## src/rtl/program_loader.sv

```systemverilog
// program_loader: turns a valid/ready byte stream into little-endian
// instruction words, writes them to program memory from address 0 upward,
// and holds the CPU core in reset until the load has settled.
module program_loader #(
  parameter int WIDTH       = 32,
  parameter int ADD_WIDTH   = 8,
  parameter int DEPTH       = 256,
  parameter int HOLD_CYCLES = 4
) (
  input  logic                 clk,
  input  logic                 rst,
  input  logic                 load_start,
  input  logic [ADD_WIDTH:0]   load_len,
  input  logic [7:0]           byte_in,
  input  logic                 byte_valid,
  output logic                 byte_ready,
  output logic                 mem_wen,
  output logic [ADD_WIDTH-1:0] mem_add,
  output logic [WIDTH-1:0]     mem_wdata,
  output logic                 cpu_rst,
  output logic                 busy,
  output logic                 done
);

  localparam int BYTES  = WIDTH / 8;
  localparam int BIDX_W = (BYTES > 1) ? $clog2(BYTES) : 1;

  typedef enum logic [1:0] {S_IDLE, S_RECV, S_WRITE, S_HOLD} state_t;

  state_t                r_state, w_next;
  logic [ADD_WIDTH:0]    r_len;
  logic [ADD_WIDTH:0]    r_cnt;
  logic [ADD_WIDTH-1:0]  r_add;
  logic [BIDX_W-1:0]     r_bidx;
  logic [WIDTH-1:0]      r_asm;
  logic [3:0]            r_hold;
  logic                  r_mem_wen;
  logic [ADD_WIDTH-1:0]  r_mem_add;
  logic [WIDTH-1:0]      r_mem_wdata;
  logic                  r_cpu_rst;
  logic                  r_busy;
  logic                  r_done;

  logic                  w_start;
  logic                  w_xfer;
  logic                  w_last_byte;
  logic                  w_last_word;
  logic                  w_hold_done;
  logic [WIDTH-1:0]      w_asm_next;

  assign w_start     = (r_state == S_IDLE) && load_start;
  assign w_xfer      = (r_state == S_RECV) && byte_valid;
  assign w_last_byte = w_xfer && (r_bidx == BIDX_W'(BYTES - 1));
  assign w_last_word = ((r_cnt + (ADD_WIDTH+1)'(1)) == r_len);
  assign w_hold_done = (r_hold == 4'(HOLD_CYCLES - 1));

  // Drop the incoming byte into its lane of the assembly word (byte 0 = LSB)
  always_comb begin
    w_asm_next = r_asm;
    for (int i = 0; i < BYTES; i++)
      if (r_bidx == BIDX_W'(i)) w_asm_next[8*i +: 8] = byte_in;
  end

  // State register
  always_ff @(posedge clk) begin
    if (!rst) r_state <= S_IDLE;
    else      r_state <= w_next;
  end

  // Next-state decode
  always_comb begin
    w_next = r_state;
    case (r_state)
      S_IDLE:  if (load_start)  w_next = S_RECV;
      S_RECV:  if (w_last_byte) w_next = S_WRITE;
      S_WRITE: w_next = w_last_word ? S_HOLD : S_RECV;
      S_HOLD:  if (w_hold_done) w_next = S_IDLE;
      default: w_next = S_IDLE;
    endcase
  end

  // Datapath and registered outputs; status flags follow the next state so
  // they change on the same edge as the state itself
  always_ff @(posedge clk) begin
    if (!rst) begin
      r_len       <= '0;
      r_cnt       <= '0;
      r_add       <= '0;
      r_bidx      <= '0;
      r_asm       <= '0;
      r_hold      <= '0;
      r_mem_wen   <= 1'b0;
      r_mem_add   <= '0;
      r_mem_wdata <= '0;
      r_cpu_rst   <= 1'b0;
      r_busy      <= 1'b0;
      r_done      <= 1'b0;
    end else begin
      r_cpu_rst <= (w_next == S_IDLE);
      r_busy    <= (w_next != S_IDLE);
      r_mem_wen <= (w_next == S_WRITE);

      if (w_start) begin
        r_len  <= (load_len == '0) ? (ADD_WIDTH+1)'(DEPTH) : load_len;
        r_cnt  <= '0;
        r_add  <= '0;
        r_bidx <= '0;
        r_asm  <= '0;
        r_done <= 1'b0;
      end

      if (w_xfer) begin
        r_asm  <= w_asm_next;
        r_bidx <= w_last_byte ? '0 : r_bidx + BIDX_W'(1);
        if (w_last_byte) begin
          r_mem_add   <= r_add;
          r_mem_wdata <= w_asm_next;
        end
      end

      // Address only advances when another word follows, so a full-depth
      // load stops at DEPTH-1 instead of wrapping
      if (r_state == S_WRITE) begin
        r_cnt  <= r_cnt + (ADD_WIDTH+1)'(1);
        r_bidx <= '0;
        if (!w_last_word) r_add <= r_add + ADD_WIDTH'(1);
      end

      if (r_state == S_WRITE)     r_hold <= '0;
      else if (r_state == S_HOLD) r_hold <= r_hold + 4'd1;

      if (r_state == S_HOLD && w_hold_done) r_done <= 1'b1;
    end
  end

  assign byte_ready = (r_state == S_RECV);
  assign mem_wen    = r_mem_wen;
  assign mem_add    = r_mem_add;
  assign mem_wdata  = r_mem_wdata;
  assign cpu_rst    = r_cpu_rst;
  assign busy       = r_busy;
  assign done       = r_done;

endmodule
```

## config.mk

```make
export PLATFORM = sky130hd
export DESIGN_NAME = program_loader
export DESIGN_NICKNAME = d
export VERILOG_FILES = /design/src/rtl/program_loader.sv
export SDC_FILE = /design/constraint.sdc
export NUM_CORES = 1
export LEC_CHECK = 0
export ABC_AREA = 1
export CAP_MARGIN = 20
export CORE_ASPECT_RATIO = 0.6
export CORE_MARGIN = 2
export CORE_UTILIZATION = 30
export DETAILED_ROUTE_END_ITERATION = 8
export SYNTH_ARGS = -nofsm -noshare
export SYNTH_HDL_FRONTEND = slang
export SYNTH_SLANG_ARGS = --single-unit
```

## constraint.sdc

```tcl
create_clock -name clk -period 2.1 [get_ports clk]
set_input_delay 0.315 -clock clk [delete_from_list [all_inputs] [get_ports clk]]
set_output_delay 0.315 -clock clk [all_outputs]
set_load 0.01 [all_outputs]
```

==> metrics.md <==
| Metric | Value |
|---|---|
| Post-synthesis cell type count | 34 |
| Die W | 163 um |
| DR vias | 4039 |
| CTS tree | yes |
| Max VDD drop | 0.000361 V |
| Layout cells sized above 1 | 8.94% |
| Reg2reg path depth | 12 |
| Area of the multi-input gates | 2170 sq um |
| Clk slew on worst S/H paths | 0.07 ns |
| Startpoint types | register |
| Core box area | 14600 sq um |
| H-tree Lvls | 3 |
| Clock skew | 0.0140 ns |
| Vias in the first global route | 3655 |
| First-pass GRT wire length | 18800 um |
| Top cell type's share of synthesized area | 45.0% |
| Starting DRC count in detailed routing | 276 |
| Clk_lat worst skew | 0.35 ns |
| Drt total wl | 11400 um |
| Setup TNS | 0 ns |
| Setup bufs post-CTS | 0 |
| Synth Net Count | 666 |
| Total grt overflow | 0 |
| Largest net degree at the start of global routing | 60 |
| Fillers | 1572 |
| Root Buffer | clkbuf_16 |
| Final hold violations | 0 |
| CP Capture Type | register |
| Worst relative slew slack | 64.4% |
| RSZ-0062 raised after global routing | false |
| # setup viols final | 0 |
| Final net count | 728 |
| Met1 usage in global routing | 24.0% |
| Int Power | 3.03 mW |
| Synth top area cells | dfxtp_1, nand2_1, a21oi_1 |
| Number of detailed-route iterations in the first pass | 4 |
| Worst hold start | r_asm[5] |
| GRT met3 Usage | 4.38% |
| Status | complete, no violations |
| Switch share | 25.0% |
| FF-to-FF setup slack | 0.20 ns |
| Yosys warns | 0 |
| Fmax achieved | 527 MHz |
| Synth Flop Type | dfxtp_1 |
| Initial Utilization | 31.0% |
| Pre-CTS WS | 0.161 ns |
| Antenna-violating nets left | 0 |
| Standby leakage power | 2.18 nW |
| Number of I/O pins | 66 |
| Clk buf depth | 2 |
| Die area | 16200 sq um |
| Hold Crit Depth | 2 |
| Clock power share | 43.4% |
| Switching power | 1.01 mW |
| TritonCTS Buffers | 9 |
| Routability congestion estimate | 0.850 |
| Worst r2r dst | r_add[0] |
| Flop pwr share | 49.1% |
| Post-Syn Instances | 638 |
| Layout area overhead | 27.1% |
| Max Slew Vio Count | 0 |
| R2r startpoint | r_cnt[0] |
| CP required | 2.34 ns |
| Vias per cell | 4.47 |
| HPWL after DPL | 8300 um |
| Worst-Margin Slew | 0.534 ns |
| Post-synth EDFFs | 0 |
| Global route hottest layer | met1 |
| Mapped Avg Cell Area | 7.11 sq um |
| # diodes | 0 |
| Clock sinks | 102 |
| Worst hold endpoint | r_asm[5] |
| WS Path Type | reg2reg |
| DRC Markers | 0 |
| Post-synthesis async set-or-reset flop share | 0% |
| Tmin final | 1.90 ns |
| FF/Latch Area | 2040 sq um |
| CP arrival | 2.14 ns |
| Top-count cell post-synth | nand2_1 |
| Row cnt | 34 |
| Drt wl/cell | 12.7 um |
| #FFs+latches synth | 102 |
| Post-Syn Area | 4540 sq um |
| Fin worst setup slack | 0.203 ns |
| Pwr/cell area | 699 nW/um^2 |
| Worst hold path class | reg2reg |
| Final Non-Filler Cells | 903 |
| Initial antenna violation count | 0 |
| Gate power share | 7.5% |
| Inst Count DP | 887 |
| Leading area contributor after synthesis | dfxtp_1 |
| Max-Cap Viols | 0 |
| Post-synthesis sequential area ratio | 45.0% |
| Crit-path max FO | 8 |
| Commonest cells in the netlist | nand2_1, a21oi_1, dfxtp_1 |
| Fin crit share | 90.3% |
| Total Routing Usage GR | 14.7% |
| GR Layer Usage met2 | 18.0% |
| Port Buf Inserts | 65 |
| Die Y | 99.3 um |
==> through the flow <==
stage	instance area (sq um)	power [mW]	hold slack, ns	utilization [%]
2_1_floorplan	4540	2.20	0.440	-
3_3_place_gp	5460	2.33	0.452	37.3
3_5_place_dp	5460	2.33	0.453	37.3
4_1_cts	5770	4.07	0.464	39.4
5_1_grt	5770	4.19	0.479	39.4
6_report	5770	4.03	0.463	39.4
==> worst max-delay path: stages, from the launching register on <==
cell,delay (ns)
dfxtp_2,0.38
ha_1,0.23
nand2_2,0.11
nor2_4,0.17
nand3_1,0.14
nand3_2,0.13
inv_2,0.04
nor2_2,0.16
nand3_4,0.14
nand2_4,0.14
nand2_1,0.06
nand2_1,0.06
nor2_1,0.04
==> cells by family (layout without fill, tap and decap cells) <==
logic type / after synthesis / in the layout / share of synthesized area, %
simple gates: 301 / 301 / 28.2
compound gates: 132 / 132 / 15.0
flops: 102 / 102 / 45.0
buf+inv: 83 / 150 / 7.17
xor+xnor: 10 / 10 / 1.93
fa+ha+maj: 7 / 7 / 1.93
mux: 3 / 3 / 0.744
==> how the worst max path moves through the flow <==
stage | start | slack (ns) | cells past startpoint | endpoint
floorplan | r_cnt[0] | 0.40 | 12 | r_add[0]
global placement | r_cnt[0] | 0.22 | 12 | r_add[6]
detailed placement | r_cnt[0] | 0.16 | 12 | r_add[0]
CTS | r_cnt[0] | 0.14 | 12 | r_add[0]
global route | r_cnt[0] | 0.03 | 12 | r_add[0]
finish | r_cnt[0] | 0.20 | 12 | r_add[0]
==> what timing repair did <==
item | in CTS | in global routing
hold buffers | 0 | 0
setup endpoints to repair | 0 | 10
gates resized for setup | 0 | 1
==> sequential cells by signal, indices dropped and copies added (netlist names), 2 cells and up <==
name / count
r_asm: 24
mem_wdata: 32
r_hold: 4
r_cnt: 9
r_bidx: 2
r_state: 2
r_add: 8
r_len: 9
mem_add: 8
==> placed cells by master, fill, tap and decap left out, types with 2 or more instances in the layout <==
cell             Yosys  routed
nand2_1            193     193
a21oi_1            110     110
dfxtp_1            102     101
clkdlybuf4s50_1      0      65
nor2_1              52      52
inv_1               47      46
nand3_1             26      26
o21ai_0             14      14
buf_4                0      14
clkbuf_16            0       9
xor2_1               8       8
ha_1                 7       7
inv_2                5       6
nand4_1              6       6
nand2_2              6       6
nor2_2               4       4
mux2_2               3       3
nand3_2              3       3
inv_6                0       3
nor2_4               2       2
nor3_1               2       2
xnor2_1              2       2
nand3b_1             2       2
nor4_1               2       2
a211oi_1             2       2
clkinv_4             0       2
buf_12               0       2
==> layout make-up <==
type                       count  share of cell area [%]
clock inverter                 7                    1.48
clock buffer                   9                    3.90
multi-input combinational    453                    37.7
sequential                   102                    35.4
tap                          198                    4.30
inverter                      53                    3.45
timing repair buffer          81                    13.8
==> power groups by stage <==
stage                     sequential (mW)  clock (mW)  combinational [mW]
after floorplan                      2.02           0               0.178
after global placement               2.03           0               0.302
after detailed placement             2.03           0               0.301
after CTS                            1.98        1.79               0.303
after global routing                 1.98        1.87               0.340
final                                1.98        1.75               0.301
==> layer usage <==
layer  vias up  wire, um
li1       2179         -
met4         0        40
met5         -         0
met3         4       769
met1      1776      6540
met2        80      4080
Note: power is estimated with default switching activity, not from simulation.
